## config.mk

```make
export PLATFORM = sky130hd
export DESIGN_NAME = vga_text_reader_flat
export DESIGN_NICKNAME = d
export VERILOG_FILES = /design/src/rtl/vga_text_reader_if.sv /design/src/rtl/vga_text_reader.sv /design/src/flat_wrapper.sv
export SDC_FILE = /design/constraint.sdc
export NUM_CORES = 1
export LEC_CHECK = 0
export ABC_CLOCK_PERIOD_IN_PS = 3280
export BUFFER_PORTS_ARGS = -buffer_cell sky130_fd_sc_hd__buf_2
export CORE_ASPECT_RATIO = 1.25
export CORE_MARGIN = 10
export CORE_UTILIZATION = 50
export DETAILED_ROUTE_END_ITERATION = 16
export HOLD_SLACK_MARGIN = 0.12
export MAX_ROUTING_LAYER = met4
export PLACE_DENSITY = 0.72
export REMOVE_ABC_BUFFERS = 1
export SLEW_MARGIN = 30
export SYNTH_ARGS = -nofsm -noshare
export SYNTH_HDL_FRONTEND = slang
export SYNTH_SLANG_ARGS = --single-unit
export TNS_END_PERCENT = 10
```

## constraint.sdc

```tcl
create_clock -name clk -period 3.28 [get_ports clk]
set_clock_uncertainty 0.1 [all_clocks]
set_input_delay 0.656 -clock clk [delete_from_list [all_inputs] [get_ports clk]]
set_output_delay 0.656 -clock clk [all_outputs]
set_load 0.1 [all_outputs]
```

## src/rtl/vga_text_reader_if.sv

```systemverilog
// vga_text_reader_if: display-memory, font-ROM and video-output signals of the text reader.
interface vga_text_reader_if;
  logic [13:0] char_addr;
  logic [15:0] char_data_out;
  logic [10:0] font_addr;
  logic [7:0]  font_data;
  logic        hsync;
  logic        vsync;
  logic [2:0]  rgb;
  logic        frame_start;
  modport master (
    output char_addr, font_addr, hsync, vsync, rgb, frame_start,
    input  char_data_out, font_data
  );
  modport slave (
    input  char_addr, font_addr, hsync, vsync, rgb, frame_start,
    output char_data_out, font_data
  );
endinterface

```

## src/rtl/vga_text_reader.sv

```systemverilog
// vga_text_reader: 640x480@60 text-mode reader; walks the tile grid, expands glyphs, emits RGB and syncs.
module vga_text_reader #(
  parameter int COLS        = 80,
  parameter int ROWS        = 60,
  parameter int BLINK_SHIFT = 5
) (
  input  logic              clk,
  input  logic              reset,
  vga_text_reader_if.master bus
);
  localparam logic [9:0] H_VIS  = 10'(COLS * 8);
  localparam logic [9:0] H_TOT  = H_VIS + 10'd160;
  localparam logic [9:0] HS_BEG = H_VIS + 10'd16;
  localparam logic [9:0] HS_END = H_VIS + 10'd112;
  localparam logic [9:0] V_VIS  = 10'(ROWS * 8);
  localparam logic [9:0] V_TOT  = V_VIS + 10'd45;
  localparam logic [9:0] VS_BEG = V_VIS + 10'd10;
  localparam logic [9:0] VS_END = V_VIS + 10'd12;
  typedef struct packed {
    logic       vis;
    logic       hs;
    logic       vs;
    logic       fs;
    logic [2:0] hx;
    logic [2:0] vy;
  } pipe_t;
  localparam pipe_t PIPE_IDLE = '{vis: 1'b0, hs: 1'b1, vs: 1'b1, fs: 1'b0, hx: 3'd0, vy: 3'd0};
  logic        r_pix_en;
  logic [9:0]  r_h;
  logic [9:0]  r_v;
  logic [7:0]  r_frame_cnt;
  logic [13:0] r_char_addr;
  logic [10:0] r_font_addr;
  logic [15:0] r_tile;
  pipe_t       r_p1;
  pipe_t       r_p2;
  logic [2:0]  r_rgb;
  logic        r_hsync;
  logic        r_vsync;
  logic        r_frame_start;
  pipe_t       w_p0;
  logic [13:0] w_addr;
  logic        w_h_wrap;
  logic        w_v_wrap;
  logic        w_bit;
  logic [2:0]  w_fg;
  logic [2:0]  w_rgb;
  logic        w_unused;
  always_comb begin
    w_h_wrap = r_h == H_TOT - 10'd1;
    w_v_wrap = r_v == V_TOT - 10'd1;
    w_addr   = 14'(r_v[9:3]) * 14'(COLS) + 14'(r_h[9:3]);
    w_p0.vis = (r_h < H_VIS) && (r_v < V_VIS);
    w_p0.hs  = !((r_h >= HS_BEG) && (r_h < HS_END));
    w_p0.vs  = !((r_v >= VS_BEG) && (r_v < VS_END));
    w_p0.fs  = (r_h == '0) && (r_v == '0);
    w_p0.hx  = r_h[2:0];
    w_p0.vy  = r_v[2:0];
    // r_tile and font_data both belong to the pixel carried in r_p2 on this tick
    w_bit    = bus.font_data[3'd7 - r_p2.hx];
    w_fg     = (r_tile[15] && r_frame_cnt[BLINK_SHIFT]) ? r_tile[14:12] : r_tile[10:8];
    w_rgb    = !r_p2.vis ? 3'd0 : w_bit ? w_fg : r_tile[14:12];
  end
  always_ff @(posedge clk or negedge reset) begin
    if (!reset) begin
      r_pix_en      <= 1'b0;
      r_h           <= '0;
      r_v           <= '0;
      r_frame_cnt   <= '0;
      r_char_addr   <= '0;
      r_font_addr   <= '0;
      r_tile        <= '0;
      r_p1          <= PIPE_IDLE;
      r_p2          <= PIPE_IDLE;
      r_rgb         <= '0;
      r_hsync       <= 1'b1;
      r_vsync       <= 1'b1;
      r_frame_start <= 1'b0;
    end else begin
      r_pix_en      <= !r_pix_en;
      r_frame_start <= 1'b0;
      if (r_pix_en) begin
        r_h <= w_h_wrap ? '0 : r_h + 10'd1;
        if (w_h_wrap) r_v <= w_v_wrap ? '0 : r_v + 10'd1;
        if (w_h_wrap && w_v_wrap) r_frame_cnt <= r_frame_cnt + 8'd1;
        if (w_p0.vis) r_char_addr <= w_addr;
        r_p1          <= w_p0;
        r_tile        <= bus.char_data_out;
        r_font_addr   <= {bus.char_data_out[7:0], r_p1.vy};
        r_p2          <= r_p1;
        r_rgb         <= w_rgb;
        r_hsync       <= r_p2.hs;
        r_vsync       <= r_p2.vs;
        r_frame_start <= r_p2.fs;
      end
    end
  end
  assign w_unused        = ^{r_tile[11], r_tile[7:0], r_frame_cnt, r_p2.vy};
  assign bus.char_addr   = r_char_addr;
  assign bus.font_addr   = r_font_addr;
  assign bus.rgb         = r_rgb;
  assign bus.hsync       = r_hsync;
  assign bus.vsync       = r_vsync;
  assign bus.frame_start = r_frame_start;
endmodule

```

## src/flat_wrapper.sv

```systemverilog
// flat-port wrapper written by rule: the top's interface ports become plain ports
module vga_text_reader_flat 
#(
  parameter int COLS        = 80,
  parameter int ROWS        = 60,
  parameter int BLINK_SHIFT = 5
)
  (clk, reset, bus_char_addr, bus_font_addr, bus_hsync, bus_vsync, bus_rgb, bus_frame_start, bus_char_data_out, bus_font_data);
  vga_text_reader_if bus_i ();
  input  logic clk;
  input  logic reset;
  output wire logic [$bits(bus_i.char_addr)-1:0] bus_char_addr;
  output wire logic [$bits(bus_i.font_addr)-1:0] bus_font_addr;
  output wire logic [$bits(bus_i.hsync)-1:0] bus_hsync;
  output wire logic [$bits(bus_i.vsync)-1:0] bus_vsync;
  output wire logic [$bits(bus_i.rgb)-1:0] bus_rgb;
  output wire logic [$bits(bus_i.frame_start)-1:0] bus_frame_start;
  input wire logic [$bits(bus_i.char_data_out)-1:0] bus_char_data_out;
  input wire logic [$bits(bus_i.font_data)-1:0] bus_font_data;
  assign bus_char_addr = bus_i.char_addr;
  assign bus_font_addr = bus_i.font_addr;
  assign bus_hsync = bus_i.hsync;
  assign bus_vsync = bus_i.vsync;
  assign bus_rgb = bus_i.rgb;
  assign bus_frame_start = bus_i.frame_start;
  assign bus_i.char_data_out = bus_char_data_out;
  assign bus_i.font_data = bus_font_data;
  vga_text_reader #(.COLS(COLS), .ROWS(ROWS), .BLINK_SHIFT(BLINK_SHIFT)) u_core (.clk(clk), .reset(reset), .bus(bus_i));
endmodule
```

==> impl_metrics.env <==
export IMPL_syn2layout_area_growth_pct=12.26
export IMPL_regArea_um2=2061
export IMPL_worstPathArrival_ns=2.86
export IMPL_ant_nets=0
export IMPL_synth_top_flop_cell="dfrtp_1"
export IMPL_top_level_ports=57
export IMPL_antenna_found_initial=0
export IMPL_slowest_delay_ns=0.50
export IMPL_period_share_pct=83.74
export IMPL_grt_first_pass_wirelength_um=12320
export IMPL_layout_commonest_cell="dfrtp_1"
export IMPL_synth_distinct_cells=39
export IMPL_slew_viol_final=0
export IMPL_vias=2550
export IMPL_setup_viol=0
export IMPL_cts_sinks=82
export IMPL_core_um2=7747
export IMPL_path_class="reg -> reg"
export IMPL_layout_drive_gt1_share_pct=32.46
export IMPL_first_iter_violations=89
export IMPL_grt_max_degree=58
export IMPL_htreeDepth=3
export IMPL_crit_required_ns=3.40
export IMPL_fill_cells=657
export IMPL_ctsResizeCount=0
export IMPL_dp_hpwl_um=5179
export IMPL_drc=0
export IMPL_power_density_nw_per_um2=405.6
export IMPL_r2r_cells=8
export IMPL_status="finished clean"
export IMPL_syn_inst=328
export IMPL_cts_made_buffers=9
export IMPL_avgRoutedWirePerCell_um=14.80
export IMPL_grt_pass1_vias=2700
export IMPL_worstHoldPathType="in -> async"
export IMPL_initial_core_util_pct=50.99
export IMPL_period_minus_slack_ns=2.747
export IMPL_rsz0062_at_grt="no"
export IMPL_fp_dieH_um=119.4
export IMPL_clk_pin_slew_ns=0.08
export IMPL_slew_headroom_pct=52.71
export IMPL_hold_viol=0
export IMPL_dpl_cell_count=461
export IMPL_cap_violations=0
export IMPL_cts_tree="done"
export IMPL_mappedNetlistArea_um2=3950
export IMPL_insertion_delay_ns=0.35
export IMPL_crit_path_end_kind="flop"
export IMPL_crit_chain="ha_1, ha_1, fa_1, xor2_1, nand2_1, nor4b_1, xor2_1, o21ai_0"
export IMPL_synthArstFlopShare_pct=100.0
export IMPL_syn_area_per_cell_um2=12.04
export IMPL_ys_warn_count=0
export IMPL_io_buffer_count=55
export IMPL_std_cell_rows=36
export IMPL_routabilityCongestion=0.7830
export IMPL_holdWs_ns=0.2443
export IMPL_post_cts_buffers=0
export IMPL_tightest_slew_ns=0.7094
export IMPL_clock_tree_root_cell="clkbuf_8"
export IMPL_yosysSeqAreaShare_pct=52.14
export IMPL_cts_hold_buf=0
export IMPL_via_per_inst=5.346
export IMPL_fin_cells=477
export IMPL_grtUsageTotal_pct=12.81
export IMPL_die_area_um2=11880
export IMPL_dieWidth_um=99.50
export IMPL_clockBufferDepth=2
export IMPL_cp_start_kind="flop"
export IMPL_path_max_fanout=5
export IMPL_wirelength_um=7060
export IMPL_final_cell_mix="dfrtp_1 (75), buf_2 (54), mux2_2 (39), nand2_1 (23), o21ai_0 (19)"
export IMPL_vdd_drop_max_uv=219.0
export IMPL_ys_ff_latch=82
export IMPL_fmax_mhz=364.1
export IMPL_overflow=0
export IMPL_dr_pass1_iters=4
export IMPL_diodes=0
export IMPL_setup_tns_final_ns=0
export IMPL_slowest_stage="nor4b_1"
export IMPL_fin_nets=423
export IMPL_multi_input_area_um2=1729
export IMPL_leakage_nw=2.145
export IMPL_synth_edf_count=0
[report_power, final]
group	switching [mW]	total, mW	internal (mW)
logic	0.0902	0.118	0.0283
registers	0.00591	1.03	1.02
clock network	0.352	0.651	0.300
[final timing paths]
path	slack [ns]	to	start
min in group clk	0.38	u_core.r_frame_cnt[4]	u_core.r_frame_cnt[4]
max in group asynchronous	2.14	u_core.r_tile[10]	reset
worst min register to register	0.38	u_core.r_frame_cnt[4]	u_core.r_frame_cnt[4]
worst min-delay path	0.24	u_core.bus.char_addr[12]	reset
worst max-delay path	0.53	u_core.bus.char_addr[11]	u_core.r_v[4]
worst max register to register	0.53	u_core.bus.char_addr[11]	u_core.r_v[4]
[synth_stat cells, types with 7 or more instances]
master    count  area share, %
buf_4         9            1.7
ha_1         18            5.7
inv_1        10           0.95
nand2_1      23            2.2
nand4_1      10            1.6
dfrtp_1      76             48
xnor2_1      16            3.5
xor2_1       12            2.7
o21ai_0      19            2.4
nor2_1       14            1.3
clkbuf_1      7           0.67
mux2_2       39             11
[cells by family (layout without fill, tap and decap cells)]
kind of cell | Yosys count | after routing | synth area share [%]
flops | 82 | 82 | 52.14
simple gates | 81 | 81 | 11.25
mux | 45 | 45 | 13.27
compound gates | 40 | 40 | 6.335
xor+xnor | 28 | 28 | 6.208
fa+ha+maj | 20 | 20 | 6.715
buf+inv | 32 | 86 | 4.086
[state kept, by name, summed over array words and instances (netlist names), 3 cells and up]
signal	cells
u_core.bus.char_addr	14
u_core.bus.font_addr	3
u_core.bus.rgb	3
u_core.r_frame_cnt	6
u_core.r_h	10
u_core.r_p1	10
u_core.r_p2	7
u_core.r_tile	15
u_core.r_v	10
[final cells by class]
type	count	share of cell area, %
clock buffers	13	3.358
clock inverters	3	0.5361
inverters	10	0.8465
multi-input cells	214	39.00
flip-flops and latches	82	46.47
well taps	95	2.681
repair buffers	60	7.111
[critical path, delay by kind of cell, from the launching register on]
kind | cells | cell delay [ns]
flops | 1 | 0.45
xor+xnor | 2 | 0.43
fa+ha+maj | 3 | 0.94
compound gates | 1 | 0.10
simple gates | 2 | 0.60
[stage by stage]
step / worst slack (ns) / instance area [µm²] / total power, mW / util, %
2_1_floorplan: 0.3152 / 3826 / 1.121 / -
3_3_place_gp: 0.5683 / 4262 / 1.168 / 55.01
3_5_place_dp: 0.5201 / 4262 / 1.170 / 55.01
4_1_cts: 0.4991 / 4434 / 1.823 / 57.24
5_1_grt: 0.2430 / 4434 / 1.874 / 57.24
6_report: 0.5333 / 4434 / 1.798 / 57.24
[routing by layer]
metal / wire length [µm] / global-route usage [%]
met2: 3679 / 21.21
met1: 3061 / 14.49
met3: 221 / 3.008
met4: 98 / 5.296
met5: 0 / -
No activity file was read; power rests on OpenSTA's default activity.
